<file path="src/rtl/pwm_dead_time_modulator.sv">
// Complementary PWM pair with dead-time insertion and period-aligned
// duty/enable sampling; announces each period with a one-cycle strobe.
module pwm_dead_time_modulator #(
    parameter int PRESCALE  = 1,
    parameter int DEAD_TIME = 2
) (
    input  logic       sysclk,
    input  logic       Reset_n,
    input  logic       Enable,
    input  logic [5:0] Duty_Input,
    output logic       PWM_High,
    output logic       PWM_Low,
    output logic       Period_Start,
    output logic       Active
);

    typedef enum logic [1:0] {IDLE, HIGH, LOW, DEAD} state_t;

    localparam logic [9:0] TICK_MAX = 10'(PRESCALE - 1);
    localparam logic [7:0] DT_START = 8'(DEAD_TIME);
    localparam logic [7:0] DT_SWAP  = (DEAD_TIME > 0) ? 8'(DEAD_TIME - 1) : 8'd0;
    localparam bit         NO_DEAD  = (DEAD_TIME == 0);

    state_t     state, state_nxt;
    logic [9:0] tick_cnt;
    logic [5:0] phase;
    logic [5:0] duty_reg;
    logic [7:0] dead_cnt, dead_nxt;
    logic       tick, running, start, period_end, boundary, raw;

    assign tick       = (tick_cnt == TICK_MAX);
    assign running    = (state != IDLE);
    assign start      = !running && Enable;
    assign period_end = running && tick && (phase == 6'd63);
    assign boundary   = start || period_end;
    assign raw        = (phase < duty_reg);

    // Counters are frozen at zero while idle so a restart is always aligned.
    always_ff @(posedge sysclk or negedge Reset_n) begin
        if (!Reset_n) begin
            tick_cnt     <= '0;
            phase        <= '0;
            duty_reg     <= '0;
            Period_Start <= 1'b0;
            Active       <= 1'b0;
        end else begin
            Period_Start <= boundary && Enable;
            if (boundary) begin
                tick_cnt <= '0;
                phase    <= '0;
                Active   <= Enable;
                if (Enable)
                    duty_reg <= Duty_Input;
            end else if (running) begin
                if (tick) begin
                    tick_cnt <= '0;
                    phase    <= phase + 6'd1;
                end else begin
                    tick_cnt <= tick_cnt + 10'd1;
                end
            end
        end
    end

    // Start-up dead window lasts DEAD_TIME+1 cycles; swaps last DEAD_TIME.
    always_comb begin
        state_nxt = state;
        dead_nxt  = dead_cnt;
        if (period_end && !Enable) begin
            state_nxt = IDLE;
            dead_nxt  = '0;
        end else begin
            unique case (state)
                IDLE: begin
                    if (Enable) begin
                        state_nxt = DEAD;
                        dead_nxt  = DT_START;
                    end
                end
                HIGH: begin
                    if (!raw) begin
                        state_nxt = NO_DEAD ? LOW : DEAD;
                        dead_nxt  = DT_SWAP;
                    end
                end
                LOW: begin
                    if (raw) begin
                        state_nxt = NO_DEAD ? HIGH : DEAD;
                        dead_nxt  = DT_SWAP;
                    end
                end
                DEAD: begin
                    if (dead_cnt == 8'd0)
                        state_nxt = raw ? HIGH : LOW;
                    else
                        dead_nxt = dead_cnt - 8'd1;
                end
                default: state_nxt = IDLE;
            endcase
        end
    end

    always_ff @(posedge sysclk or negedge Reset_n) begin
        if (!Reset_n) begin
            state    <= IDLE;
            dead_cnt <= '0;
            PWM_High <= 1'b0;
            PWM_Low  <= 1'b0;
        end else begin
            state    <= state_nxt;
            dead_cnt <= dead_nxt;
            PWM_High <= (state_nxt == HIGH);
            PWM_Low  <= (state_nxt == LOW);
        end
    end

endmodule
</file>
<file path="config.mk">
export PLATFORM = sky130hd
export DESIGN_NAME = pwm_dead_time_modulator
export DESIGN_NICKNAME = d
export VERILOG_FILES = /design/src/rtl/pwm_dead_time_modulator.sv
export SDC_FILE = /design/constraint.sdc
export NUM_CORES = 1
export LEC_CHECK = 0
export CORE_MARGIN = 8
export CORE_UTILIZATION = 56
export CTS_CLUSTER_DIAMETER = 80
export DETAILED_ROUTE_END_ITERATION = 7
export PLACE_DENSITY = 0.83
export SYNTH_ARGS = -nofsm -noshare
export SYNTH_HDL_FRONTEND = slang
export SYNTH_SLANG_ARGS = --single-unit
</file>
<file path="constraint.sdc">
create_clock -name sysclk -period 2.5 [get_ports sysclk]
set_clock_uncertainty 0.1 [all_clocks]
set_input_delay 0.375 -clock sysclk [delete_from_list [all_inputs] [get_ports sysclk]]
set_output_delay 0.375 -clock sysclk [all_outputs]
set_load 0.05 [all_outputs]
</file>
======== Yosys cells after proc, flatten, opt, wreduce, memory -nomap -nowiden ========
Cells that the tools add are included.
storage, ports and cells
  output and inout port bits .............. 4
  register bits ........................... 36
  bits of input ports ..................... 9
  logic and storage cells ................. 59
operators by class
  multiplexer cells ....................... 19
  add/sub/neg operators ................... 3
  equality and inequality tests ........... 10
  reduce and logical (&&, ||, !) cells .... 17
  magnitude comparators ................... 1
operators with widths
  operator                 number
  $mux W8                  5
  $pmux W8 S4              1
  $mux W10                 3
  $mux W6                  3
  $mux W2                  6
  $ne A3 B3 Y1 const B     4
  $add A10 B1 Y10 const B  1
  $logic_not A10 Y1        1
  $logic_not A8 Y1         1
  $pmux W2 S4              1
  $sub A8 B1 Y8 const B    1
  $add A6 B1 Y6 const B    1
  $eq A2 B2 Y1 const B     3
  $eq A6 B6 Y1 const B     1
  $lt A6 B6 Y1             1
  $reduce_bool A2 Y1       3
  $logic_and A1 B1 Y1      5
  $eq A2 B1 Y1 const B     2
  $reduce_and A2 Y1        2
  $reduce_and A4 Y1        1
  $logic_not A1 Y1         2
  $logic_not A2 Y1         1
  $logic_or A1 B1 Y1       1

======== Logic depth before layout (Yosys ltp) ========
  depth after elaboration ................. 6
  depth in mapped cells ................... 10
  mapped depth without buffers ............ 8

======== Least setup slack after synthesis ========
Ideal clock, no wire load.
  kind .................................... register to register
  from .................................... register state[0]
  to ...................................... register dead_cnt[5]
  buffers on the path ..................... 2
  period minus slack after synthesis ...... 2.223 ns
  setup slack ............................. 0.277 ns
  library setup time ...................... 0.121 ns
  required time ........................... 2.279 ns
  cell stages (with the launch flop) ...... 10
  arrival ................................. 2.002 ns
  path through ............................ dfrtp_1 > inv_1 > ha_1 > buf_2 > nor4_1 > nand3_1 > or3_1 > clkbuf_1 > a22o_2 > a22o_1
between the ends
  longest elaborated chain between the ends .. 6
  elaborated cells on any way between the ends .. 15
  those cells by class .................... eq/ne (7); mux (2); reduce/logical (6)
ends and longest elaborated chain
  item                                RTL line  RTL
  start: declaration                  24        state_t state, state_nxt;
  start signal: assignment            110       state <= state_nxt;
  $reduce_bool A2 Y1                  32        assign running = (state != IDLE);
  $logic_and A1 B1 Y1 (2 in series)   34        assign period_end = running && tick && (phase == 6'd63);
  $logic_and A1 B1 Y1                 69        if (period_end && !Enable) begin
  $ne A3 B3 Y1 (no source line)       --
  $reduce_and A4 Y1 (no source line)  --
  end signal: assignment              111       dead_cnt <= dead_nxt;
  end: declaration                    28        logic [7:0] dead_cnt, dead_nxt;
Several ways; a longest one is shown, not always the timed one.
A chain may end at the register's enable or synchronous reset.

======== Final worst setup path ========
  from .................................... register state[1]
  to ...................................... register dead_cnt[2]
Same word-level chain as after synthesis.

==> results.tsv <==
stage	metric	value	unit
critical_path	Worst setup startpoint	state[1]$_DFF_PN0_	
finish	fin nets	268	
grt	total track usage	15.6	%
timing	Final setup viols	0	
job	max cap viols	0	
clocking	largest buffer count on any clock path	2	
timing	Least-Margin Pin Slew	789	ps
timing	setup ws final	153	ps
timing	period utilisation layout	93.9	%
synth	EDFF count, synth	0	
timing	Hold Vio Cnt, Final	0	
routing	DRT Wirelength	4380	microns
critical_path	worst-path fanout max	9	
critical_path	reg2reg path depth	7	
grt	first-pass GRT wire length	7760	microns
run_status	outcome	complete, no violations	
synth	distinct cell type count after synthesis	51	
routing	DR WL/cell	14.9	microns
grt	vias in the first global route	1763	
die	die area	0.00597	sq mm
finish	Inserted Diodes	0	
critical_path	Worst path slowest cell	dfrtp_1	
die	row count	22	
finish	layout cell share with drive strength beyond 1	14.3	%
die	initial core utilization	57.9	%
timing	RSZ-0062 raised after global routing	no	
routing	drc violations	0	
clocking	clock latency on the worst-skew pair	290	ps
synth	Net Count, Synth	245	
placed_design	PortBufs	12	
routing	Initial DRT Pass Iterations	4	
grt	initial antenna violation count	0	
critical_path	critical path data required time	2570	ps
synth	yosys warns	0	
finish	number of flip-flops under the largest register name	10	
timing	setup TNS	0	ps
finish	fill count	302	
finish	final std cells w/o fill	293	
clocking	clk sinks	36	
placed_design	routability congestion estimate from global placement	0.860	
grt	gr ovfl total	0	
placed_design	Area after DPL	0.00231	sq mm
timing	minimum clock period	2350	ps
timing	relative slew slack	47.4	%
routing	Post-DRT Antenna Nets	0	
critical_path	Reg2Reg Capture Point	dead_cnt[2]$_DFFE_PN0P_	
die	die span in y	77.3	microns
power	Leak Pwr	1.13	nW
timing	Max Freq	426	MHz
die	die width	77.3	microns
synth	prevailing post-synth register cell	dfrtp_1	
critical_path	CP delay by family, top	simple AND/OR/NAND/NOR gates	
synth	Syn Inst Count	221	
clocking	hold buffers post-CTS	0	
placed_design	HPWL Detailed	3220	microns
clocking	CTS tree	built	
finish	post-route cell area	0.00244	sq mm
clocking	Reg clk slew, reported paths	60	ps
finish	most common cell after layout, fill and taps aside	dfrtp_1	
critical_path	critical path endpoint category	register	
finish	Reg with most FFs	tick_cnt	
finish	biggest regs	tick_cnt (10), dead_cnt (8)	
power	Final Power	3.03	mW
synth	sequential area share after synthesis	42.8	%
clocking	H-Tree Depth	2	
synth	area leader, netlist	dfrtp_1	
synth	Syn Std Cell Area	0.00210	sq mm
critical_path	reg2reg setup slack	150	ps
min_path	Hold WC Path Type	in2async	
critical_path	FF-to-FF Start	state[1]$_DFF_PN0_	
finish	most frequent cells in the layout	dfrtp_1 (36), nor2_1 (20), nand3_1 (17)	
finish	synthesis-to-finish area growth	15.9	%
synth	Async S/R FF share, synth	100	%
die	Top Ports	13	
critical_path	crit path to	dead_cnt[2]$_DFFE_PN0P_	
synth	top cell type's share of synthesized area	42.8	%
critical_path	Setup CP Type	reg2reg	
critical_path	biggest cell delay along the critical path	450	ps
routing	DR vias	1702	
power	PwrDens	1240	mW/mm^2
power	Worst VDD drop	0.747	mV
clocking	Root Buffer	clkbuf_8	
placed_design	pre-CTS WS	115	ps
critical_path	CP bufs+invs	1	
placed_design	Cells after DPL	283	
routing	initial DRC count	98	
synth	Avg Cell Area, Syn	9.52	sq um
critical_path	WP depth	7	
die	core area	0.00363	sq mm
grt	largest net degree at the start of global routing	37	
critical_path	Worst Path Arrival	2420	ps
clocking	total CTS buffers	5	
synth	synthesized flop and latch total	36	
timing	fin. max-slew vios	0	
critical_path	CP Launch Type	register	
critical_path	crit-path cells	inv_1 > ha_1 > nor2b_1 > nor3_1 > mux2_2 > and4b_1 > a221o_1	
routing	number of vias per cell	5.81	
synth	top post-synthesis cells by area	dfrtp_1 (43%), ha_1 (8.9%), nand3_1 (4.0%), nor2_1 (3.6%), xor2_1 (3.3%)	
-- power by group --
group / internal (mW) / total, mW / switching [mW]
Combinational: 0.737 / 1.67 / 0.938
Sequential: 0.774 / 0.938 / 0.164
Clock: 0.225 / 0.419 / 0.195
-- cell type report --
class	instances	area, sq um	area share, %
Multi-Input combinational cell	163	1140	46.6
Sequential cell	36	901	37.0
Timing Repair Buffer	22	190	7.80
Clock buffer	8	90.1	3.70
Inverter	16	60.1	2.46
Tap cell	48	60.1	2.46
-- worst min-delay path by stage --
| stage | endpoint | slack [ps] | cells after the start |
|---|---|---|---|
| global placement | duty_reg[0]$_DFFE_PN0P_ | 390 | 1 |
| finish | dead_cnt[3]$_DFFE_PN0P_ | 70 | 1 |
| global route | tick_cnt[8]$_DFFE_PN0P_ | 130 | 1 |
| floorplan | Active$_DFFE_PN0N_ | -20 | 0 |
| detailed placement | duty_reg[0]$_DFFE_PN0P_ | 400 | 1 |
| CTS | dead_cnt[3]$_DFFE_PN0P_ | 100 | 1 |
-- layer usage --
layer	vias up	GRT usage [%]	share of wire [%]
li1	834	-	-
met1	842	17.5	45
met2	22	27.3	50
met3	4	4.43	3.2
met4	0	5.66	1.1
met5	-	0	0
-- synth_stat cells (all sizes together) (3+ instances only) --
master  number
nor4         3
o21ai       13
and3         3
nand3       18
nand4        5
nand2b       3
buf          3
nor2b        4
nor2        21
a21oi        5
ha          15
clkbuf       3
xor2         8
o21a         3
nor3         9
nand2       15
a22o         4
inv         16
dfrtp       36
o22ai        3
-- what timing repair did --
action,in CTS,in global routing
endpoints found under the setup margin,0,4
buffers inserted,0,2
resized for setup,0,4
-- stage by stage --
stage | util, % | hold slack, ps
final | 67.1 | 74.6
after floorplan | - | -20.6
after detailed placement | 63.7 | 400
after CTS | 66.2 | 99.8
after global placement | 63.7 | 392
after global routing | 67.1 | 135
-- logic make-up after synthesis --
logic type	share of synthesized area [%]
AOI/OAI and AO/OA	15.1
xor gates and xnor gates	4.16
adders and majority gates	8.92
buffers and inverters	4.05
DFF	42.8
muxes	2.02
and+or+nand+nor	23.0
Note: power is estimated with default switching activity, not from simulation.
